[config.mk]
export PLATFORM = sky130hd
export DESIGN_NAME = npipe_sched_flat
export DESIGN_NICKNAME = d
export VERILOG_FILES = /design/src/rtl/npipe_sched_if.sv /design/src/rtl/npipe_sched.sv /design/src/flat_wrapper.sv
export SDC_FILE = /design/constraint.sdc
export NUM_CORES = 1
export LEC_CHECK = 0
export ABC_AREA = 1
export CORE_MARGIN = 8
export CORE_UTILIZATION = 25
export DETAILED_ROUTE_END_ITERATION = 12
export SKIP_CTS_REPAIR_TIMING = 1
export SYNTH_ARGS = -nofsm -noshare
export SYNTH_HDL_FRONTEND = slang
export SYNTH_SLANG_ARGS = --single-unit
[constraint.sdc]
create_clock -name clk -period 4.4 [get_ports clk]
set_input_delay 0.88 -clock clk [delete_from_list [all_inputs] [get_ports clk]]
set_output_delay 0.88 -clock clk [all_outputs]
set_load 0.02 [all_outputs]
[src/rtl/npipe_sched_if.sv]
// Handshake bundle linking NREQ requesters, the round-robin scheduler and the
// shared fixed-latency pipeline it feeds.
interface npipe_sched_if #(
  parameter int NREQ  = 4,
  parameter int WIDTH = 32
);
  logic [NREQ-1:0]       req_valid;
  logic [NREQ-1:0]       req_ready;
  logic [NREQ*WIDTH-1:0] req_data;
  logic [WIDTH-1:0]      pipe_in;
  logic                  pipe_in_valid;
  logic [WIDTH-1:0]      pipe_out;
  logic [NREQ-1:0]       rsp_valid;
  logic [WIDTH-1:0]      rsp_data;
  logic [NREQ-1:0]       rsp_ready;

  // Environment view: requesters plus the shared pipeline output.
  modport master (
    output req_valid, req_data, rsp_ready, pipe_out,
    input  req_ready, rsp_valid, rsp_data, pipe_in, pipe_in_valid
  );

  modport slave (
    input  req_valid, req_data, rsp_ready, pipe_out,
    output req_ready, rsp_valid, rsp_data, pipe_in, pipe_in_valid
  );
endinterface

[src/rtl/npipe_sched.sv]
// Round-robin scheduler sharing one non-stallable DEPTH-cycle pipeline among NREQ
// requesters; a tag line tracks requester IDs and credits keep the response FIFO safe.
module npipe_sched #(
  parameter int NREQ   = 4,
  parameter int WIDTH  = 32,
  parameter int DEPTH  = 4,
  parameter int FDEPTH = 4,
  localparam int CW    = $clog2(FDEPTH + 1)
) (
  input  logic          clk,
  input  logic          rst,
  npipe_sched_if.slave  bus,
  output logic [CW-1:0] outstanding
);
  localparam int IW = (NREQ > 1) ? $clog2(NREQ) : 1;
  localparam int PW = (FDEPTH > 1) ? $clog2(FDEPTH) : 1;

  logic [IW-1:0]    last_q, last_d;
  logic [CW-1:0]    out_q, out_d;
  logic [CW-1:0]    cnt_q, cnt_d;
  logic [PW-1:0]    rd_q, rd_d, wr_q, wr_d;
  logic [DEPTH-1:0] tag_v_q, tag_v_d;
  logic [IW-1:0]    tag_id_q [DEPTH];
  logic [IW-1:0]    tag_id_d [DEPTH];
  logic [WIDTH-1:0] mem_data_q [FDEPTH];
  logic [IW-1:0]    mem_id_q [FDEPTH];

  logic          issue_s, pop_s, we_s, empty_s, full_s;
  logic [IW-1:0] gid_s, cand_s;

  function automatic logic [PW-1:0] next_ptr(input logic [PW-1:0] p);
    return (p == PW'(FDEPTH - 1)) ? '0 : p + PW'(1);
  endfunction

  // Credit-gated round-robin search starting just after the last granted requester.
  always_comb begin
    issue_s = 1'b0;
    gid_s   = last_q;
    cand_s  = last_q;
    if (rst && (out_q < CW'(FDEPTH))) begin
      for (int k = 1; k <= NREQ; k++) begin
        cand_s  = IW'((int'(last_q) + k) % NREQ);
        gid_s   = (!issue_s && bus.req_valid[cand_s]) ? cand_s : gid_s;
        issue_s = issue_s | bus.req_valid[cand_s];
      end
    end else begin
      issue_s = 1'b0;
    end
  end

  // Grant, pipeline feed and FIFO head presentation.
  always_comb begin
    bus.req_ready     = issue_s ? (NREQ'(1) << gid_s) : '0;
    bus.pipe_in_valid = issue_s;
    bus.pipe_in       = '0;
    for (int i = 0; i < NREQ; i++) begin
      bus.pipe_in = (issue_s && (gid_s == IW'(i))) ? bus.req_data[i*WIDTH +: WIDTH] : bus.pipe_in;
    end
    empty_s       = (cnt_q == '0);
    full_s        = (cnt_q == CW'(FDEPTH));
    bus.rsp_valid = empty_s ? '0 : (NREQ'(1) << mem_id_q[rd_q]);
    bus.rsp_data  = empty_s ? '0 : mem_data_q[rd_q];
    pop_s         = |(bus.rsp_valid & bus.rsp_ready);
    we_s          = tag_v_q[DEPTH-1];
  end

  // Next state: credits, arbitration pointer, FIFO pointers and the unstalled tag line.
  always_comb begin
    out_d       = out_q + CW'(issue_s) - CW'(pop_s);
    cnt_d       = cnt_q + CW'(we_s) - CW'(pop_s);
    last_d      = issue_s ? gid_s : last_q;
    wr_d        = we_s ? next_ptr(wr_q) : wr_q;
    rd_d        = pop_s ? next_ptr(rd_q) : rd_q;
    tag_v_d     = '0;
    tag_v_d[0]  = issue_s;
    tag_id_d[0] = issue_s ? gid_s : '0;
    for (int i = 1; i < DEPTH; i++) begin
      tag_v_d[i]  = tag_v_q[i-1];
      tag_id_d[i] = tag_id_q[i-1];
    end
  end

  // Control state; clearing the tags drops any results still inside the pipeline.
  always_ff @(posedge clk or negedge rst) begin
    if (!rst) begin
      last_q  <= IW'(NREQ - 1);
      out_q   <= '0;
      cnt_q   <= '0;
      rd_q    <= '0;
      wr_q    <= '0;
      tag_v_q <= '0;
      for (int i = 0; i < DEPTH; i++) tag_id_q[i] <= '0;
    end else begin
      last_q   <= last_d;
      out_q    <= out_d;
      cnt_q    <= cnt_d;
      rd_q     <= rd_d;
      wr_q     <= wr_d;
      tag_v_q  <= tag_v_d;
      tag_id_q <= tag_id_d;
    end
  end

  // FIFO storage has no reset; the head is masked to zero while empty.
  always_ff @(posedge clk) begin
    if (we_s) begin
      mem_data_q[wr_q] <= bus.pipe_out;
      mem_id_q[wr_q]   <= tag_id_q[DEPTH-1];
    end
  end

  assign outstanding = out_q;

  a_no_fifo_overflow: assert property (@(posedge clk) disable iff (!rst) !(we_s && full_s));
endmodule

[src/flat_wrapper.sv]
// flat-port wrapper written by rule: the top's interface ports become plain ports
module npipe_sched_flat 
#(
  parameter int NREQ   = 4,
  parameter int WIDTH  = 32,
  parameter int DEPTH  = 4,
  parameter int FDEPTH = 4,
  localparam int CW    = $clog2(FDEPTH + 1)
)
  (clk, rst, outstanding, bus_req_valid, bus_req_data, bus_rsp_ready, bus_pipe_out, bus_req_ready, bus_rsp_valid, bus_rsp_data, bus_pipe_in, bus_pipe_in_valid);
  npipe_sched_if #(.NREQ(NREQ), .WIDTH(WIDTH)) bus_i ();
  input  logic clk;
  input  logic rst;
  output logic [CW-1:0] outstanding;
  input wire logic [$bits(bus_i.req_valid)-1:0] bus_req_valid;
  input wire logic [$bits(bus_i.req_data)-1:0] bus_req_data;
  input wire logic [$bits(bus_i.rsp_ready)-1:0] bus_rsp_ready;
  input wire logic [$bits(bus_i.pipe_out)-1:0] bus_pipe_out;
  output wire logic [$bits(bus_i.req_ready)-1:0] bus_req_ready;
  output wire logic [$bits(bus_i.rsp_valid)-1:0] bus_rsp_valid;
  output wire logic [$bits(bus_i.rsp_data)-1:0] bus_rsp_data;
  output wire logic [$bits(bus_i.pipe_in)-1:0] bus_pipe_in;
  output wire logic [$bits(bus_i.pipe_in_valid)-1:0] bus_pipe_in_valid;
  assign bus_i.req_valid = bus_req_valid;
  assign bus_i.req_data = bus_req_data;
  assign bus_i.rsp_ready = bus_rsp_ready;
  assign bus_i.pipe_out = bus_pipe_out;
  assign bus_req_ready = bus_i.req_ready;
  assign bus_rsp_valid = bus_i.rsp_valid;
  assign bus_rsp_data = bus_i.rsp_data;
  assign bus_pipe_in = bus_i.pipe_in;
  assign bus_pipe_in_valid = bus_i.pipe_in_valid;
  npipe_sched #(.NREQ(NREQ), .WIDTH(WIDTH), .DEPTH(DEPTH), .FDEPTH(FDEPTH)) u_core (.clk(clk), .rst(rst), .bus(bus_i), .outstanding(outstanding));
endmodule
==> impl_summary.log <==
[metrics] Slew @ Worst Pin: 0.691 ns
[metrics] worst-case vdd ir drop: 0.000313 V
[metrics] CTS Root Buffer Type: sky130_fd_sc_hd__clkbuf_16
[metrics] post-route cell area: 11,600 um2
[metrics] number of synthesized register bits: 160
[metrics] primary flip-flop cell chosen by synthesis mapping: sky130_fd_sc_hd__edfxtp_1
[metrics] unique cell type count in the Yosys netlist: 34
[metrics] Crit-path slowest cell: sky130_fd_sc_hd__clkdlybuf4s50_1
[metrics] post-route ant nets: 0
[metrics] total number of H-tree levels: 4
[metrics] ys async rst share: 0.150
[metrics] final-layout worst hold slack: 0.345 ns
[metrics] standard-cell rows: 65
[metrics] average cell area after synthesis: 9.11 um2
[metrics] leakage power: 5.11 nW
[metrics] cells along the critical path: clkdlybuf4s50_1, nand2_1, nand3_1, nand2_1, nand3_1, nand2_2, nor2_2, nand2_4, nand2_8, nand2_2, nor2_4, buf_12, clkdlybuf4s50_1
[metrics] via count normalized by instance count: 4.32
[metrics] final worst path period need: 4.13 ns
[metrics] Max transition margin: 0.539
[metrics] min setup slack post-route: 0.274 ns
[metrics] critical path endpoint category: primary output
[metrics] count leader, synth: sky130_fd_sc_hd__nand2_1
[metrics] remaining design rule violation count: 0
[metrics] Post-Synthesis Cell Area: 7960 um2
[metrics] Final Net Count: 1,295
[metrics] PortBufs: 245
[metrics] area enclosed by the die boundary: 37,800 um2
[metrics] initial antenna violation count: 1
[metrics] Setup Total Neg Slack: 0 ns
[metrics] Num CTS Buffers: 17
[metrics] WP data required: 3.52 ns
[metrics] Post-Place Cell Area: 10,900 um2
[metrics] Area contributors post-synth: sky130_fd_sc_hd__edfxtp_1, sky130_fd_sc_hd__nand2_1, sky130_fd_sc_hd__dfrtp_1, sky130_fd_sc_hd__nor2_1, sky130_fd_sc_hd__o21ai_0
[metrics] data arrival time of the critical path: 3.25 ns
[metrics] io pins: 246
[metrics] RSZ-0062 raised after global routing: false
[metrics] largest net degree at the start of global routing: 66
[metrics] cells after synthesis: 873
[metrics] number of global-route vias before repair: 6,920
[metrics] remaining global-route overflow: 0
[metrics] endpoints failing setup: 0
[metrics] fraction of final layout cells with drive strength greater than 1: 0.0728
[metrics] crit-path max cell delay: 0.65 ns
[metrics] final-report hold violation count: 0
[metrics] total number of vias: 6,605
[metrics] launching element type of the critical path: primary input
[metrics] Final HPWL DP: 17,300 um
[metrics] power per cell area: 645 nW/um2
[metrics] clock tree from TritonCTS: done
[metrics] yosys synthesis warning count: 0
[metrics] number of flops mapped to enable cells by yosys: 136
[metrics] MaxCap Viol Count: 0
[metrics] signed area change from the synthesized netlist to the final layout: 45.2%
[metrics] Initial Utilization: 0.253
[metrics] Fmax: 242 MHz
[metrics] Crit Path Category: in2out
[metrics] Final Power: 7.45 mW
[metrics] clk slew on worst S/H paths: 0.06 ns
[metrics] Worst Skew: 0.0101 ns
[metrics] period utilization: 0.938
[metrics] Tot GR Track Use: 0.127
[metrics] sum of buffers and inverters on the critical path: 3
[metrics] area share of the leading cell type in the synthesized netlist: 0.513
[metrics] Sinks on Clock Net: 160
[metrics] Yosys top cell by area: sky130_fd_sc_hd__edfxtp_1
[metrics] most used standard cells in the synthesized netlist: sky130_fd_sc_hd__nand2_1, sky130_fd_sc_hd__nor2_1, sky130_fd_sc_hd__edfxtp_1
[metrics] worst setup slack after placement: 0.0842 ns
[metrics] clk buf depth: 2
[metrics] aggregate routed wire length: 24,000 um
[metrics] status: complete, no violations
[metrics] routability-driven placement congestion ratio: 0.848
[metrics] clock latency on the worst-skew pair: 0.41 ns
[metrics] number of DRC markers after the initial detailed-route iteration: 274
[metrics] detail-routed net length per standard cell: 15.7 um
[metrics] Post-Syn Nets: 1,054
[metrics] CP delay by family, top: buffers and inverters
[metrics] Pre-antenna DRT Iters: 4
[metrics] CORE AREA: 31,500 um2
[metrics] crit-path max FO: 26
[metrics] first-pass GRT wire length: 38,200 um
[metrics] Slew Viols, Final: 0
[metrics] Die Y: 194 um
[metrics] Hold Path Class: reg2reg
[metrics] sequential cell area fraction in the yosys report: 0.589
[metrics] chip width: 194 um
[metrics] fill count: 3,095
==> registers in the layout (all words and copies together) (netlist names) <==
| name | cells |
|---|---|
| u_core.tag_id_d | 6 |
| u_core.last_q | 2 |
| u_core.tag_v_q | 4 |
| u_core.tag_id_q | 2 |
| u_core.cnt_q | 3 |
| u_core.wr_q | 2 |
| u_core.rd_q | 2 |
| u_core.mem_id_q | 8 |
| u_core.outstanding | 3 |
| u_core.mem_data_q | 128 |
==> path summary, 6_finish.rpt <==
kind / start / endpoint / slack (ns) / cells after the start
setup / recovery: bus_req_valid[3] / bus_req_ready[3] / 0.27 / 13
hold / removal: u_core.tag_v_q[2] / u_core.tag_v_q[3] / 0.35 / 0
setup reg to reg: u_core.rd_q[0] / u_core.cnt_q[2] / 1.43 / 15
hold reg to reg: u_core.tag_v_q[2] / u_core.tag_v_q[3] / 0.35 / 0
max in group asynchronous: rst / u_core.last_q[0] / 3.24 / 2
min in group asynchronous: rst / u_core.outstanding[1] / 0.87 / 2
==> final cells by class <==
class | count | area (um2) | area share
Inverter | 67 | 254 | 0.0220
Multi-Input combinational cell | 601 | 2780 | 0.241
Clock inverter | 14 | 140 | 0.0121
Clock buffer | 18 | 429 | 0.0372
Antenna cell | 1 | 2.50 | 0.000217
Sequential cell | 160 | 4690 | 0.406
Tap cell | 402 | 503 | 0.0435
Timing Repair Buffer | 267 | 2760 | 0.239
==> per-stage QoR <==
step | utilization | cells
final | 0.367 | 1530
after global routing | 0.367 | 1529
after CTS | 0.364 | 1529
after detailed placement | 0.346 | 1497
after global placement | 0.346 | 1497
after floorplan | - | 873
==> cell usage in the layout (no fill, tap or decap), types with 5 or more instances in the layout <==
cell / n
sky130_fd_sc_hd__a21oi_1: 32
sky130_fd_sc_hd__buf_12: 5
sky130_fd_sc_hd__buf_4: 18
sky130_fd_sc_hd__clkbuf_16: 17
sky130_fd_sc_hd__clkdlybuf4s50_1: 213
sky130_fd_sc_hd__dfrtp_1: 21
sky130_fd_sc_hd__dlymetal6s2s_1: 31
sky130_fd_sc_hd__edfxtp_1: 136
sky130_fd_sc_hd__ha_1: 9
sky130_fd_sc_hd__inv_1: 58
sky130_fd_sc_hd__inv_2: 7
sky130_fd_sc_hd__nand2_1: 278
sky130_fd_sc_hd__nand2_2: 8
sky130_fd_sc_hd__nand3_1: 13
sky130_fd_sc_hd__nand3b_1: 32
sky130_fd_sc_hd__nor2_1: 138
sky130_fd_sc_hd__o21ai_0: 69
==> where the power goes <==
group	leakage, nW	total [mW]	switching [mW]	internal [mW]
logic	3.31	3.95	2.37	1.58
clock network	0.272	1.41	0.576	0.833
registers	1.53	2.09	0.129	1.96
total	5.11	7.45	3.08	4.37
==> cells by family (layout without fill, tap and decap cells) <==
logic type | Yosys count | after routing | share of synthesized area
and+or+nand+nor | 481 | 481 | 0.258
DFF | 160 | 160 | 0.589
buffers and inverters | 112 | 366 | 0.0623
AOI/OAI and AO/OA | 105 | 105 | 0.0675
adders and majority gates | 11 | 11 | 0.0192
xor gates and xnor gates | 4 | 4 | 0.00440
other | 0 | 1 | 0
==> metal layers <==
layer	share of wire	track usage	up-vias	routed length, um
met5	0	0	-	0
met4	0.0083	0.0243	0	200
met3	0.090	0.0529	22	2150
met2	0.48	0.218	253	11600
met1	0.42	0.149	3017	10100
li1	-	-	3313	-
Note: power is estimated with default switching activity, not from simulation.
